--- src/rtl/rx_tx_pkg.sv ---
// Shared definitions for the rx_tx link: default data width, tx state
// encodings and the widths of the internal counters.
package rx_tx_pkg;

  localparam int DATA_W = 32;
  localparam int CNT_W  = 32;
  localparam int GAP_W  = 16;
  localparam int PER_W  = 16;

  typedef logic [1:0] tx_state_t;

  localparam tx_state_t IDLE = 2'd0;
  localparam tx_state_t SEND = 2'd1;
  localparam tx_state_t GAP  = 2'd2;

endpackage

--- src/rtl/rx_tx_rx.sv ---
// Receiver: throttles ready once every RX_PERIOD cycles, captures accepted
// words and flags any break in the incrementing sequence.
module rx
  import rx_tx_pkg::*;
#(
  parameter int DATA_W    = rx_tx_pkg::DATA_W,
  parameter int RX_PERIOD = 0
) (
  input  logic              clk,
  input  logic              rst,
  input  logic [DATA_W-1:0] data,
  input  logic              valid,
  output logic              ready,
  output logic [DATA_W-1:0] data_show,
  output logic [CNT_W-1:0]  rcv_cnt,
  output logic              err
);

  logic [PER_W-1:0]  per_cnt;
  logic [PER_W-1:0]  per_nxt;
  logic [DATA_W-1:0] expected;

  always_comb begin
    per_nxt = '0;
    if (RX_PERIOD > 1 && per_cnt != PER_W'(RX_PERIOD - 1))
      per_nxt = per_cnt + PER_W'(1);
  end

  // ready is decided from the next counter value so the register lines up
  // with the cycle in which the counter sits at RX_PERIOD-1
  always_ff @(posedge clk or posedge rst) begin
    if (rst) begin
      per_cnt <= '0;
      ready   <= 1'b0;
    end else begin
      per_cnt <= per_nxt;
      ready   <= (RX_PERIOD <= 1) || (per_nxt != PER_W'(RX_PERIOD - 1));
    end
  end

  always_ff @(posedge clk or posedge rst) begin
    if (rst) begin
      data_show <= '0;
      rcv_cnt   <= '0;
      err       <= 1'b0;
      expected  <= '0;
    end else if (valid && ready) begin
      data_show <= data;
      rcv_cnt   <= rcv_cnt + CNT_W'(1);
      if (data != expected)
        err <= 1'b1;
      expected  <= data + DATA_W'(1);
    end
  end

endmodule

--- src/rtl/rx_tx_tx.sv ---
// Transmitter: emits an incrementing word sequence over a valid/ready link,
// optionally idling TX_GAP cycles after every accepted word.
module tx
  import rx_tx_pkg::*;
#(
  parameter int DATA_W = rx_tx_pkg::DATA_W,
  parameter int TX_GAP = 0
) (
  input  logic              clk,
  input  logic              rst,
  input  logic              ready,
  output logic [DATA_W-1:0] data,
  output logic              valid
);

  tx_state_t        state;
  logic [GAP_W-1:0] gap_cnt;

  // valid is raised one cycle after entering SEND from IDLE, then stays
  // registered so it never depends on ready within a cycle
  always_ff @(posedge clk or posedge rst) begin
    if (rst) begin
      state   <= IDLE;
      data    <= '0;
      valid   <= 1'b0;
      gap_cnt <= '0;
    end else begin
      case (state)
        IDLE: state <= SEND;
        SEND: begin
          if (!valid) begin
            valid <= 1'b1;
          end else if (ready) begin
            data <= data + DATA_W'(1);
            if (TX_GAP != 0) begin
              state   <= GAP;
              valid   <= 1'b0;
              gap_cnt <= '0;
            end
          end
        end
        GAP: begin
          if (gap_cnt == GAP_W'(TX_GAP - 1)) begin
            state <= SEND;
            valid <= 1'b1;
          end else begin
            gap_cnt <= gap_cnt + GAP_W'(1);
          end
        end
        default: state <= IDLE;
      endcase
    end
  end

endmodule

--- src/rtl/rx_tx.sv ---
// Top level: point-to-point wiring of the tx and rx blocks; the link signals
// are exposed for observation.
module rx_tx
  import rx_tx_pkg::*;
#(
  parameter int DATA_W    = rx_tx_pkg::DATA_W,
  parameter int TX_GAP    = 0,
  parameter int RX_PERIOD = 0
) (
  input  logic              clk,
  input  logic              rst,
  output logic [DATA_W-1:0] link_data,
  output logic              link_valid,
  output logic              link_ready,
  output logic [DATA_W-1:0] data_show,
  output logic [CNT_W-1:0]  rcv_cnt,
  output logic              err
);

  tx #(.DATA_W(DATA_W), .TX_GAP(TX_GAP)) u_tx (
    .clk   (clk),
    .rst   (rst),
    .ready (link_ready),
    .data  (link_data),
    .valid (link_valid)
  );

  rx #(.DATA_W(DATA_W), .RX_PERIOD(RX_PERIOD)) u_rx (
    .clk       (clk),
    .rst       (rst),
    .data      (link_data),
    .valid     (link_valid),
    .ready     (link_ready),
    .data_show (data_show),
    .rcv_cnt   (rcv_cnt),
    .err       (err)
  );

endmodule

--- config.mk ---
export PLATFORM = sky130hd
export DESIGN_NAME = rx_tx
export DESIGN_NICKNAME = d
export VERILOG_FILES = /design/src/rtl/rx_tx_pkg.sv /design/src/rtl/rx_tx_rx.sv /design/src/rtl/rx_tx_tx.sv /design/src/rtl/rx_tx.sv
export SDC_FILE = /design/constraint.sdc
export NUM_CORES = 1
export LEC_CHECK = 0
export CORE_UTILIZATION = 50
export CTS_CLUSTER_SIZE = 40
export DETAILED_ROUTE_END_ITERATION = 8
export DONT_BUFFER_PORTS = 1
export GPL_ROUTABILITY_DRIVEN = 0
export PLACE_DENSITY = 0.68
export SLEW_MARGIN = 20
export SYNTH_ARGS = -nofsm -noshare
export SYNTH_HDL_FRONTEND = slang
export SYNTH_HIERARCHICAL = 1
export SYNTH_SLANG_ARGS = --single-unit
--- constraint.sdc ---
create_clock -name clk -period 4 [get_ports clk]
set_input_delay 0.8 -clock clk [delete_from_list [all_inputs] [get_ports clk]]
set_output_delay 0.8 -clock clk [all_outputs]
set_load 0.02 [all_outputs]
* After elaboration in Yosys (flattened, before gate mapping)
Cells that the tools add are included.
** Word-level totals
- Input port bits :: 2
- Output and inout bits :: 99
- Word-level logic and storage cells :: 31
- Register bits :: 149
** Cells by class
- Bitwise gates (word level) :: 2
- Equal/unequal tests :: 5
- Mux-type cells :: 4
- Reduce and logical (&&, ||, !) cells :: 8
- Add/sub/neg operators :: 3
** Operators by type and width (count)
- adder 32 x 1 -> 32 bit, second input constant :: 2
- inequality test 32 bit :: 1
- adder 16 x 1 -> 16 bit, second input constant :: 1
- == test 16 bit, second input constant :: 1
- AND reduction 2 bit :: 4
- one-hot mux 2 bit (3 select lines) :: 1
- AND reduction 3 bit :: 1
- == test 2 x 1 -> 1 bit, second input constant :: 1
- == test 2 bit, second input constant :: 1
- zero test 2 bit :: 1
- 2-to-1 mux 2 bit :: 1
- inequality test 2 x 1 -> 1 bit, second input constant :: 1
- NOT 1 bit :: 2
- one-hot mux 1 bit (2 select lines) :: 1
- nonzero test 2 bit :: 1
- logical AND 1 bit :: 1
- 2-to-1 mux 1 bit :: 1

* Longest topological paths before layout
Gate-level depths: netlist of run 1.
- Word-level depth :: 3
- Mapped depth :: 7
- Gate-level depth less buffers :: 6

* Hierarchy
Netlist of run 1, hierarchy kept.
** By module, submodules not included
- rx :: times used 1, cells an instance 504, area an instance 4797.1 um^2, seq. area each 2452.4 um^2
- tx :: times used 1, cells an instance 122, area an instance 1522.7 um^2, seq. area each 850.8 um^2

* Worst setup path before layout of run 1
OpenSTA, ideal clock, no wires.
- Path type :: register to register
- Start :: register u_tx.data[2]
- End :: register u_rx.expected[31]
- Setup time :: 0.083 ns
- Buffers on the path :: 1
- Required time :: 3.917 ns
- Data arrival time :: 1.950 ns
- Setup slack :: 1.967 ns
- Period minus slack after synthesis :: 2.033 ns
- Stages on the path, launching flop included :: 7
- Cells stage by stage :: dfrtp_1 -> buf_2 -> nand4_4 -> nor4_2 -> nand4_1 -> xor2_1 -> o21ai_0
** Between the ends
- Cells in the longest elaborated chain, start to end :: 1
** Ends and longest elaborated chain
- start, declared :: line rx_tx_tx.sv:12 : output logic [DATA_W-1:0] data,
- start signal, assigned :: line rx_tx_tx.sv:34 : data <= data + DATA_W'(1);
- adder 32 x 1 -> 32 bit :: line rx_tx_rx.sv:52 : expected <= data + DATA_W'(1);
- end signal, assigned :: line rx_tx_rx.sv:52
- end, declared :: line rx_tx_rx.sv:21 : logic [DATA_W-1:0] expected;
No other way between the ends.
A chain may end at the register's enable or synchronous reset.

* Final worst setup path of run 1
- Start :: register u_tx.data[6]
- End :: register u_rx.expected[17]
The elaborated chain is that of the path after synthesis.

==> metrics.txt, run 1 <==
status=complete, no violations; pwr dens=504.4 nW/um2; clock tree buffer depth=2; largest net degree at the start of global routing=72; pre-CTS WS=1422 ps; Final #Nets=632; Via density=5.458; syn avg cell area=10.10 um2; clock root buffer=clkbuf_16; relative slew slack=36.90%; Starting Density=51.97%; # port buffers=0; DRT Wirelength=13590 um; GRT Total Usage=22.65%; Die Ht=114.4 um; CP startpoint kind=flop; WP buf/inv=0; crit path from=u_tx/data[6]$_DFFE_PP0P_; worst-path cell chain=nand3_1, nor4_2, nand3_1, xor2_1, o21ai_0; Cell Area, Synth=6320 um2; Core ar.=12160 um2; met2 WL=6755 um; DR iter-0 viols=245; Die ar.=13090 um2; RSZ-0062 raised after global routing=false; most common cell in the netlist=nand2_1; critical register-to-register path startpoint=u_tx/data[6]$_DFFE_PP0P_; vias in the first global route=4372; Post-CTS Resized=0; Max-Cap Viols=0; Largest delay share family, worst path=simple AND/OR/NAND/NOR gates; top routing layer used=met4; multi-input logic area=2883 um2; Post-DP HPWL=9072 um; Post-synth EDFFs=0; Ys Warns=6; f_max=0.3857 GHz; Worst Setup End Kind=flop; CTS clk-pin slew, worst paths=50 ps; Fillers=1041; clock buffer count from CTS=17; Diodes inserted=0; final cycle utilization of the critical path=64.81%; critical path class=reg2reg; fin crit period=2592 ps; total power=3.530 mW; sequential share of the synthesized area=52.27%; CP arrival=2920 ps; routed wl met3=812 um; Mapped Cells=626; cell taking the most area after synthesis=dfrtp_1; Final Hold Viols=0; Levels on crit path=5; worst reg2reg path depth=5; TritonRoute pass-1 iters=4; Max FO, Critical Path=12; ys async rst share=100.0%; synth unique cells=33; via count=4394; sequential cell area=3303 um2; DRC Markers=0; Routed wire per std cell=16.88 um; Setup Fix Bufs, Post-CTS=0; clock skew=6.981 ps; row cnt=40; total negative setup slack=0 ps; post-route setup slack=1408 ps; Setup Viol. Count Final=0; GRT overflow=0; top cells by area, synth=dfrtp_1 (52%), nand2_1 (9.6%), xor2_1 (9.6%); Metal-1 WL=5837 um; # hold bufs at CTS=0; CP max stage delay=860 ps; slowest CP cell=nor4_2; Synth Net Count=631; prevailing post-synth register cell=dfrtp_1; die width=114.4 um; CTS tree=done; top cell type's share of synthesized area=52.27%; initial antenna violation count=0; share of layout cells above drive strength 1=8.163%; Slew @ Worst Pin=938.8 ps; Yosys reg bits=132; clk_lat worst skew=420 ps; cell mode on critical path=nand3_1; first-pass GRT wire length=22580 um; Layout area overhead=10.75%; Routed Antenna Nets=0; worst min-delay path class=in2async; Synth top cells by count=nand2_1 (162), dfrtp_1 (132), xor2_1 (69), xnor2_1 (55), nand3_1 (34); Max VDD drop=0.0004221 V; CTS H-tree lvls=4; worst path required time=4320 ps; Slew Limit Fails=0; TritonCTS Sinks=132; Leak=3.392 nW; # IOs=101
logic make-up after synthesis:
family / count (synthesis) / share of synthesized area (%)
DFF: 132 / 52.27
AOI/OAI and AO/OA: 33 / 2.613
xor gates and xnor gates: 124 / 17.18
adders and majority gates: 3 / 0.5940
muxes: 1 / 0.1782
other: 2 / 0.1188
and+or+nand+nor: 300 / 24.89
buffers and inverters: 31 / 2.158
cell usage in the layout, fill, tap and decap left out, types with 2 or more instances in the layout:
master,n
and3_2,3
nand2b_1,4
clkinv_2,5
nand4_1,28
inv_1,7
nor4_2,2
and4_1,8
nor3_4,3
buf_4,5
ha_1,3
xor2_1,69
nand2_1,161
nand3_1,34
nor4_1,10
dfrtp_1,132
xnor2_1,55
conb_1,2
nor4_4,3
and2_1,3
clkbuf_16,17
and3_1,13
nor3_1,6
nor2_1,12
o21ai_0,33
clkbuf_8,3
nand4_4,4
clkbuf_1,3
stage by stage:
step / std cells / utilization, % / hold slack [ps] / instance area (um2)
6_report: 805 / 57.55 / 371.6 / 6999
3_5_place_dp: 776 / 53.17 / 481.5 / 6466
4_1_cts: 805 / 57.55 / 382.8 / 6999
3_3_place_gp: 776 / 53.17 / 480.6 / 6466
2_1_floorplan: 626 / - / 454.3 / 6320
5_1_grt: 805 / 57.55 / 414.7 / 6999
report_power, final:
group | total (mW) | leakage (nW) | switching [mW] | internal (mW)
combinational | 0.395 | 1.33 | 0.235 | 0.160
clock | 1.41 | 0.268 | 0.526 | 0.886
sequential | 1.72 | 1.80 | 0.283 | 1.44
flip-flops by register name (all words and copies together), names as in the netlist:
signal / flops
u_tx/state: 1
u_rx/expected: 32
u_rx/data_show: 32
u_rx/err: 1
u_rx/ready: 1
u_tx/data: 32
u_tx/valid: 1
u_rx/rcv_cnt: 32
final timing paths:
path | endpoint | slack, ps
min reg2reg | u_rx/expected[4]$_DFFE_PP0P_ | 500
min | u_tx/data[4]$_DFFE_PP0P_ | 370
max reg2reg | u_rx/expected[17]$_DFFE_PP0P_ | 1410
max | u_rx/expected[17]$_DFFE_PP0P_ | 1410
max in group asynchronous | u_rx/data_show[15]$_DFFE_PP0P_ | 2630
min in group clk | u_rx/expected[4]$_DFFE_PP0P_ | 500
cell type report:
type                            instances  share of cell area [%]
Multi-Input combinational cell        463                   41.19
Sequential cell                       132                   47.19
Clock inverter                          6                  0.7866
Timing Repair Buffer                    5                  0.5363
Tap cell                              168                   3.003
Inverter                                8                  0.4648
Clock buffer                           23                   6.829
routing by layer:
metal / vias to the layer above / GRT usage, %
met5: - / 0
met4: 0 / 9.177
met3: 16 / 6.458
met2: 124 / 36.48
met1: 2159 / 28.81
li1: 2095 / -
No activity file was read; power rests on OpenSTA's default activity.
==> run 2: changes to the inputs <==
==> constraint.sdc (replaced) <==
create_clock -name clk -period 2.65 [get_ports clk]
set_input_delay 0.53 -clock clk [delete_from_list [all_inputs] [get_ports clk]]
set_output_delay 0.53 -clock clk [all_outputs]
set_load 0.02 [all_outputs]
==> run 2 against run 1 <==
Compared with the run above:
- flip-flop and latch count is the same
- hold slack lost 280 ps
- power increased by 53%
- combinational power is 90% higher
- via count is 2.8% higher
- utilization rose by 1.7 points
- clock skew grew 1.5 ps
- final area is 2.9% higher
- clock power is 52% higher
- sequential power rose by 46%
- global-route usage increased by 0.47 points
- die area did not move
- largest power group unchanged
- highest routed layer unchanged
==> metrics.txt, run 2 (synthesis results as in run 1) <==
status=complete, no violations; worst path required time=2970 ps; Clk pwr share=39.7%; Slew Limit Fails=0; GRT overflow=0; Setup Viol. Count Final=0; Final #Nets=653; CTS clk-pin slew, worst paths=50 ps; largest net degree at the start of global routing=47; most frequent cells in the layout=nand2_1 (161), dfrtp_1 (132), xor2_1 (69); TritonCTS Sinks=132; sequential power share=46.4%; # port buffers=0; via count=4519; clock buffer count from CTS=17; Final Hold Viols=0; # hold bufs at CTS=0; worst-path cell chain=nand3_1, nor4_4, nand4_1, xor2_1, o21ai_0; clock tree buffer depth=2; total power=5.408 mW; Die Ht=114.4 um; DRC Markers=0; Die ar.=13090 um2; CP arrival=2590 ps; DRT Wirelength=13840 um; Max VDD drop=0.0006803 V; CTS tree=done; RSZ-0062 raised after global routing=false; Starting Density=51.97%; vias in the first global route=4531; CP max stage delay=680 ps; die width=114.4 um; share of layout cells above drive strength 1=10.91%; pwr dens=751.0 nW/um2; Diodes inserted=0; CP startpoint kind=flop; WP buf/inv=0; total negative setup slack=0 ps; Layout area overhead=13.96%; FF-to-FF setup slack=380 ps; Via density=5.458; DR iter-0 viols=223; Setup Fix Bufs, Post-CTS=0; clock skew=8.477 ps; Max-Cap Viols=0; first-pass GRT wire length=22890 um; # IOs=101; Core ar.=12160 um2; relative slew slack=53.28%; clock root buffer=clkbuf_16; worst min-delay path class=in2async; Psw=1.583 mW; critical path class=reg2reg; initial antenna violation count=0; Leak=3.511 nW; fraction of power spent switching nets=29.27%; Max FO, Critical Path=10; CTS H-tree lvls=4; GRT Total Usage=23.12%; Int Power=3.825 mW; Slew @ Worst Pin=699.3 ps; slowest CP cell=dfrtp_1; f_max=0.4412 GHz; Routed Antenna Nets=0; clk_lat worst skew=420 ps; Worst Setup End Kind=flop; combinational share of power=13.9%; final cycle utilization of the critical path=85.53%; Post-DP HPWL=9529 um; Largest delay share family, worst path=simple AND/OR/NAND/NOR gates; Post-CTS Resized=0; Routed wire per std cell=16.72 um; fin crit period=2267 ps; most common cell after layout, fill and taps aside=nand2_1; row cnt=40; TritonRoute pass-1 iters=5
run 2: cell count changes in the layout (fill, tap and decap cells not counted), sizes merged:
cell,previous run,this run
buf,5,26
clkbuf,23,26
clkinv,5,4
clkinvlp,0,1
inv,8,7
run 2: area by class of cell:
cell class / count / area [um2]
fillers: 1047 / 4960
flip-flops and latches: 132 / 3303
multi-input cells: 463 / 2883
clock buffers: 26 / 489.2
repair buffers: 26 / 232.7
well taps: 168 / 210.2
clock inverters: 5 / 50.05
inverters: 8 / 33.78
run 2: power groups by stage:
| stage | Sequential (mW) | Combinational (mW) | Clock [mW] |
|---|---|---|---|
| global placement | 2.54 | 0.744 | 0 |
| global route | 2.54 | 0.832 | 2.30 |
| detailed placement | 2.55 | 0.757 | 0 |
| floorplan | 2.56 | 0.471 | 0 |
| CTS | 2.51 | 0.760 | 2.20 |
| finish | 2.51 | 0.751 | 2.15 |
run 2: stage by stage:
step | hold WS [ps] | util, % | area (um2) | worst slack [ps] | cells
2_1_floorplan | 454.3 | - | 6324 | 617.1 | 626
3_3_place_gp | 468.3 | 54.78 | 6663 | 493.6 | 797
3_5_place_dp | 468.1 | 54.78 | 6663 | 419.5 | 797
4_1_cts | 86.13 | 59.22 | 7202 | 405.1 | 828
5_1_grt | 134.2 | 59.22 | 7202 | 179.2 | 828
6_report | 86.92 | 59.22 | 7202 | 383.4 | 828
run 2: worst register-to-register path, cell delays in order, from the launching register on:
cell and delay (ps):
dfrtp_1 680, nand3_1 330, nor4_4 630, nand4_1 200
xor2_1 180, o21ai_0 160
run 2: per-layer routing:
layer / track usage, % / routed length, um / vias up
met2: 37.58 / 6796 / 120
met5: 0 / 0 / -
met3: 6.776 / 713 / 17
li1: - / - / 2143
met4: 10.04 / 164 / 0
met1: 28.75 / 6167 / 2239
run 2: path summary, 6_finish.rpt:
path                                           start                            end  depth (start not counted)
max in group asynchronous                        rst   u_rx/rcv_cnt[26]$_DFFE_PP0P_                          2
min in group clk           u_tx/state[0]$_DFFE_PP0N_         u_tx/valid$_DFFE_PP0P_                          1
hold reg to reg            u_tx/state[0]$_DFFE_PP0N_         u_tx/valid$_DFFE_PP0P_                          1
hold / removal                                   rst  u_rx/data_show[5]$_DFFE_PP0P_                          1
setup / recovery            u_tx/data[7]$_DFFE_PP0P_  u_rx/expected[30]$_DFFE_PP0P_                          5
setup reg to reg            u_tx/data[7]$_DFFE_PP0P_  u_rx/expected[30]$_DFFE_PP0P_                          5
